--- src/rtl/wb_pkg.sv ---
// Shared types for the Ibex-to-Wishbone host bridge.
//   bridge_state_e : bridge FSM state encoding (IDLE, REQ, WAIT)
//   cnt_width()    : width of a saturating counter that must reach a given count
package wb_pkg;

  typedef enum logic [1:0] {
    IDLE = 2'd0,
    REQ  = 2'd1,
    WAIT = 2'd2
  } bridge_state_e;

  // Width that holds 0..n inclusive; never less than one bit so a
  // disabled counter (n == 0) still has a legal declaration.
  function automatic int unsigned cnt_width(input int unsigned n);
    return (n == 0) ? 1 : $clog2(n + 1);
  endfunction

endpackage

--- src/rtl/wb_timeout_cnt.sv ---
// Saturating cycle counter used to detect a hung Wishbone slave.
//   clk_i, rst_i : clock, asynchronous active-high reset
//   clr_i        : clear to zero (wins over en_i)
//   en_i         : count up by one, saturating at all-ones
//   expired_o    : count equals MaxCount-1; constant 0 when MaxCount == 0
module wb_timeout_cnt
  import wb_pkg::*;
#(
  parameter int unsigned MaxCount = 255
) (
  input  logic clk_i,
  input  logic rst_i,
  input  logic clr_i,
  input  logic en_i,
  output logic expired_o
);

  localparam int unsigned CntW = cnt_width(MaxCount);

  generate
    if (MaxCount == 0) begin : g_off
      assign expired_o = 1'b0;
    end else begin : g_on
      localparam logic [CntW-1:0] Limit = CntW'(MaxCount - 1);
      logic [CntW-1:0] r_count;

      always_ff @(posedge clk_i or posedge rst_i) begin
        if (rst_i) begin
          r_count <= '0;
        end else if (clr_i) begin
          r_count <= '0;
        end else if (en_i && (r_count != {CntW{1'b1}})) begin
          r_count <= r_count + CntW'(1);
        end
      end

      assign expired_o = (r_count == Limit);
    end
  endgenerate

endmodule

--- src/rtl/ibex_wb_host_bridge.sv ---
// Bridges one Ibex-style host port (req/gnt/rvalid) onto a pipelined
// Wishbone master port. One transaction outstanding at a time; cyc is held
// for the whole bus cycle and a timeout turns a silent slave into an error.
//   host_*_i/o : Ibex request/grant and one-cycle rvalid response
//   wb_*_o     : registered Wishbone master outputs (cyc/stb/we/addr/data/sel)
//   wb_*_i     : slave stall/ack/err and read data
module ibex_wb_host_bridge
  import wb_pkg::*;
#(
  parameter int unsigned DataWidth     = 32,
  parameter int unsigned AddressWidth  = 32,
  parameter int unsigned TimeoutCycles = 255
) (
  input  logic                      clk_i,
  input  logic                      rst_i,
  input  logic                      host_req_i,
  output logic                      host_gnt_o,
  input  logic [AddressWidth-1:0]   host_addr_i,
  input  logic                      host_we_i,
  input  logic [DataWidth/8-1:0]    host_be_i,
  input  logic [DataWidth-1:0]      host_wdata_i,
  output logic                      host_rvalid_o,
  output logic [DataWidth-1:0]      host_rdata_o,
  output logic                      host_err_o,
  output logic                      wb_cyc_o,
  output logic                      wb_stb_o,
  output logic                      wb_we_o,
  output logic [AddressWidth-1:0]   wb_addr_o,
  output logic [DataWidth-1:0]      wb_data_o,
  output logic [DataWidth/8-1:0]    wb_sel_o,
  input  logic                      wb_stall_i,
  input  logic                      wb_ack_i,
  input  logic [DataWidth-1:0]      wb_data_i,
  input  logic                      wb_err_i
);

  localparam int unsigned BeWidth = DataWidth / 8;

  bridge_state_e             r_state;
  logic                      r_cyc;
  logic                      r_stb;
  logic                      r_we;
  logic [AddressWidth-1:0]   r_addr;
  logic [DataWidth-1:0]      r_wdata;
  logic [BeWidth-1:0]        r_sel;
  logic                      r_rvalid;
  logic [DataWidth-1:0]      r_rdata;
  logic                      r_err;

  logic w_grant;
  logic w_expired;
  logic w_cnt_en;

  // Grant is combinational so a request can be taken in the same cycle the
  // previous response pulses (that cycle is always spent in IDLE).
  assign w_grant  = (r_state == IDLE) && host_req_i;
  assign w_cnt_en = (r_state == REQ) || (r_state == WAIT);

  // Cleared on the grant edge, so it reads 0 in the first strobe cycle.
  wb_timeout_cnt #(
    .MaxCount (TimeoutCycles)
  ) u_timeout (
    .clk_i     (clk_i),
    .rst_i     (rst_i),
    .clr_i     (w_grant),
    .en_i      (w_cnt_en),
    .expired_o (w_expired)
  );

  always_ff @(posedge clk_i or posedge rst_i) begin
    if (rst_i) begin
      r_state  <= IDLE;
      r_cyc    <= 1'b0;
      r_stb    <= 1'b0;
      r_we     <= 1'b0;
      r_addr   <= '0;
      r_wdata  <= '0;
      r_sel    <= '0;
      r_rvalid <= 1'b0;
      r_rdata  <= '0;
      r_err    <= 1'b0;
    end else begin
      r_rvalid <= 1'b0;
      case (r_state)
        IDLE: begin
          if (w_grant) begin
            r_addr  <= host_addr_i;
            r_we    <= host_we_i;
            r_sel   <= host_be_i;
            r_wdata <= host_wdata_i;
            r_cyc   <= 1'b1;
            r_stb   <= 1'b1;
            r_state <= REQ;
          end
        end
        REQ: begin
          // ack/err here cannot belong to this strobe and are ignored.
          if (w_expired) begin
            r_cyc    <= 1'b0;
            r_stb    <= 1'b0;
            r_rvalid <= 1'b1;
            r_err    <= 1'b1;
            r_rdata  <= '0;
            r_state  <= IDLE;
          end else if (!wb_stall_i) begin
            r_stb   <= 1'b0;
            r_state <= WAIT;
          end
        end
        WAIT: begin
          // A real slave response beats a timeout landing in the same cycle;
          // err beats ack.
          if (wb_err_i) begin
            r_cyc    <= 1'b0;
            r_rvalid <= 1'b1;
            r_err    <= 1'b1;
            r_rdata  <= '0;
            r_state  <= IDLE;
          end else if (wb_ack_i) begin
            r_cyc    <= 1'b0;
            r_rvalid <= 1'b1;
            r_err    <= 1'b0;
            r_rdata  <= wb_data_i;
            r_state  <= IDLE;
          end else if (w_expired) begin
            r_cyc    <= 1'b0;
            r_rvalid <= 1'b1;
            r_err    <= 1'b1;
            r_rdata  <= '0;
            r_state  <= IDLE;
          end
        end
        default: begin
          r_cyc   <= 1'b0;
          r_stb   <= 1'b0;
          r_state <= IDLE;
        end
      endcase
    end
  end

  assign host_gnt_o    = w_grant;
  assign host_rvalid_o = r_rvalid;
  assign host_rdata_o  = r_rdata;
  assign host_err_o    = r_err;
  assign wb_cyc_o      = r_cyc;
  assign wb_stb_o      = r_stb;
  assign wb_we_o       = r_we;
  assign wb_addr_o     = r_addr;
  assign wb_data_o     = r_wdata;
  assign wb_sel_o      = r_sel;

endmodule

--- config.mk ---
export PLATFORM = sky130hd
export DESIGN_NAME = ibex_wb_host_bridge
export DESIGN_NICKNAME = d
export VERILOG_FILES = /design/src/rtl/wb_pkg.sv /design/src/rtl/wb_timeout_cnt.sv /design/src/rtl/ibex_wb_host_bridge.sv
export SDC_FILE = /design/constraint.sdc
export NUM_CORES = 1
export LEC_CHECK = 0
export ABC_AREA = 1
export BUFFER_PORTS_ARGS = -buffer_cell sky130_fd_sc_hd__buf_4
export CELL_PAD_IN_SITES_DETAIL_PLACEMENT = 1
export CELL_PAD_IN_SITES_GLOBAL_PLACEMENT = 1
export CORE_UTILIZATION = 33
export CTS_CLUSTER_SIZE = 16
export DETAILED_ROUTE_END_ITERATION = 7
export GPL_TIMING_DRIVEN = 0
export PLACE_DENSITY_LB_ADDON = 0.3
export SLEW_MARGIN = 20
export SYNTH_ARGS = -nofsm -noshare
export SYNTH_HDL_FRONTEND = slang
export SYNTH_SLANG_ARGS = --single-unit
--- constraint.sdc ---
create_clock -name clk_i -period 4.41 [get_ports clk_i]
set_input_delay 0.6615 -clock clk_i [delete_from_list [all_inputs] [get_ports clk_i]]
set_output_delay 0.6615 -clock clk_i [all_outputs]
set_load 0.01 [all_outputs]
==> impl_metrics.py <==
metrics = {
    "status": {
        "status": "finished, final reports clean",
    },
    "detailed_routing": {
        "routedWlPerCell_um": 15.6,
        "vias": 4454,
        "totalWireLength_um": 15300,
        "ant_nets": 0,
        "drc": 0,
        "drtIter0Drc": 237,
        "dr.pass1.iters": 5,
        "routed_via_density": 4.55,
    },
    "clocking": {
        "clock_path_buffers": 2,
        "cts.clk_slew.worst_paths_ns": 0.05,
        "cts_root_buf": "clkbuf_16",
        "numCtsBuffers": 17,
        "clock_sinks": 115,
        "clock_latency_ns": 0.41,
        "postCtsResizedCells": 0,
        "htreeDepth": 4,
        "cts_setup_buffers": 0,
        "cts_tree": "done",
        "hold_buffers": 0,
    },
    "final_layout": {
        "layout.cells.most_common": "nand2_1",
        "instances_no_fill": 979,
        "drive_gt1_share_pct": 33.0,
        "final_cell_mix": "nand2_1 (276), buf_4 (212), dfrtp_1 (115)",
        "syn_to_final_growth_pct": 51.6,
        "post-route-util_pct": 51.7,
        "final_area_sq_um": 7200,
        "fin_nets": 900,
        "n_fill_cell": 1688,
        "multi_input_area_sq_um": 1540,
        "seqCellArea_sq_um": 2880,
        "insertedDiodeCount": 0,
    },
    "grt": {
        "gr-usage-all-layers_pct": 21.4,
        "grt_pass1_vias": 4852,
        "antenna_found_initial": 0,
        "grt_pass1_wl_um": 24100,
        "grt_max_degree": 61,
        "grt-ovfl-total": 0,
    },
    "placed_design": {
        "dpl_cell_area_sq_um": 6600,
        "hpwl_um": 10900,
        "placed_cells": 948,
        "place.gp.congestion": 0.817,
        "io_buffers": 212,
    },
    "timing": {
        "fmax_ghz": 0.350,
        "finalHoldViolCount": 0,
        "rsz0062_at_grt": "false",
        "maxSlewViolCount": 0,
        "skew_ns": 0.00457,
        "whs_ns": 0.306,
        "finalCriticalPeriod_ns": 2.86,
        "fin_crit_sh_pct": 64.7,
        "tightest_slew_ns": 0.546,
        "max_slew_margin_pct": 63.6,
        "setup_violations": 0,
    },
    "die": {
        "start_util_pct": 34.1,
        "coreArea_sq_um": 13900,
        "die_x_um": 122,
        "die_area_sq_um": 14900,
        "rows": 43,
        "fp.dieH_um": 122,
        "ios": 213,
    },
    "critical_path": {
        "crit_required_ns": 3.75,
        "cp-end-kind": "primary output",
        "cp-start-kind": "flip-flop",
        "worstPathMaxFanout": 10,
        "critPathKind": "flip-flop to primary output",
        "arrival_ns": 2.19,
    },
    "synthesis": {
        "yosysWarnings": 0,
        "synth_seq_area_share_pct": 60.6,
        "synth_seq_cells": 115,
        "ys_types": 21,
        "avgSynthCellArea_sq_um": 8.55,
        "synth_fp_nets": 668,
        "syn_inst": 555,
        "netlist_area_sq_um": 4750,
    },
    "pwr": {
        "p_leak_uw": 0.00410,
        "peakVddDrop_mv": 0.298,
        "p_per_area_nw_per_um2": 738,
        "power_uw": 5310,
    },
    "hold_path": {
        "min_path_type": "input port to async pin",
    },
    "job": {
        "maxCapViolations": 0,
    },
}
==> critical path: stages, from the launching register on <==
cell      delay [ns]
dfrtp_1         0.41
inv_1           0.10
ha_1            0.20
nand2_1         0.23
inv_2           0.27
clkbuf_1        0.37
buf_4           0.20
==> cells in the mapped netlist <==
library cell / instances / area, sq um
inv_1: 55 / 206
nor2_1: 7 / 26.3
or2_2: 2 / 12.5
nand4_1: 7 / 43.8
o21ai_0: 10 / 50.1
nor2_4: 1 / 11.3
buf_1: 2 / 7.51
a21oi_1: 3 / 15.0
buf_2: 9 / 45.0
dfrtp_1: 115 / 2880
nand2_2: 4 / 25.0
inv_2: 1 / 3.75
o21ai_1: 30 / 150
nor2_2: 1 / 6.26
nand2_1: 276 / 1040
buf_6: 3 / 33.8
nand3_1: 12 / 60.1
clkbuf_1: 8 / 30.0
xor2_1: 1 / 8.76
ha_1: 6 / 75.1
nand2_4: 2 / 22.5
==> path summary, 6_finish.rpt <==
check,start,end,slack (ns),cells past startpoint
worst min-delay path,rst_i,host_rdata_o[22],0.31,2
worst max register to register,r_state[0],host_rdata_o[26],2.52,5
min in group clk_i,host_wdata_i[9],wb_data_o[9],0.44,3
max in group asynchronous,rst_i,wb_addr_o[28],3.43,3
worst max-delay path,r_state[0],host_gnt_o,1.55,6
worst min register to register,wb_data_o[11],wb_data_o[11],0.48,2
==> report_power, final <==
group	switching (uW)	internal, uW	total, uW	leakage, uW
logic	1120	952	2070	0.00234
clock network	470	934	1400	0.000297
registers	291	1550	1840	0.00147
total	1880	3430	5310	0.00410
==> sequential cells by signal, indices dropped and copies added, names as in the netlist, 2 cells and up <==
| signal | flops |
|---|---|
| host_rdata_o | 32 |
| r_state | 2 |
| u_timeout.g_on.r_count | 8 |
| wb_addr_o | 32 |
| wb_data_o | 32 |
| wb_sel_o | 4 |
==> per-stage QoR <==
stage          worst slack (ns)  setup TNS [ns]
6_report                   1.55               0
3_5_place_dp               1.91               0
2_1_floorplan             0.704               0
3_3_place_gp             -0.722          -82.01
4_1_cts                    1.49               0
5_1_grt                    1.41               0
==> layout make-up <==
type	instances	share of cell area, %
Clock buffer	28	7.46
Tap cell	180	3.13
Buffer	22	1.62
Inverter	56	2.99
Clock inverter	3	0.904
Timing Repair Buffer	213	22.5
Multi-Input combinational cell	362	21.4
Sequential cell	115	40.0
==> cell families after synthesis <==
| family | count (synthesis) | synth area share, % |
|---|---|---|
| AOI/OAI and AO/OA | 43 | 4.53 |
| xor gates and xnor gates | 1 | 0.185 |
| adders and majority gates | 6 | 1.58 |
| buffers and inverters | 78 | 6.88 |
| DFF | 115 | 60.6 |
| and+or+nand+nor | 312 | 26.2 |
==> per-layer routing <==
metal | up-vias | wire [um] | GRT usage (%)
met1 | 2162 | 5680 | 22.8
met4 | 0 | 543 | 11.0
met2 | 113 | 8250 | 38.4
li1 | 2140 | - | -
met3 | 39 | 790 | 5.99
met5 | - | 0 | 0
Power figures use the tool's default switching activity.
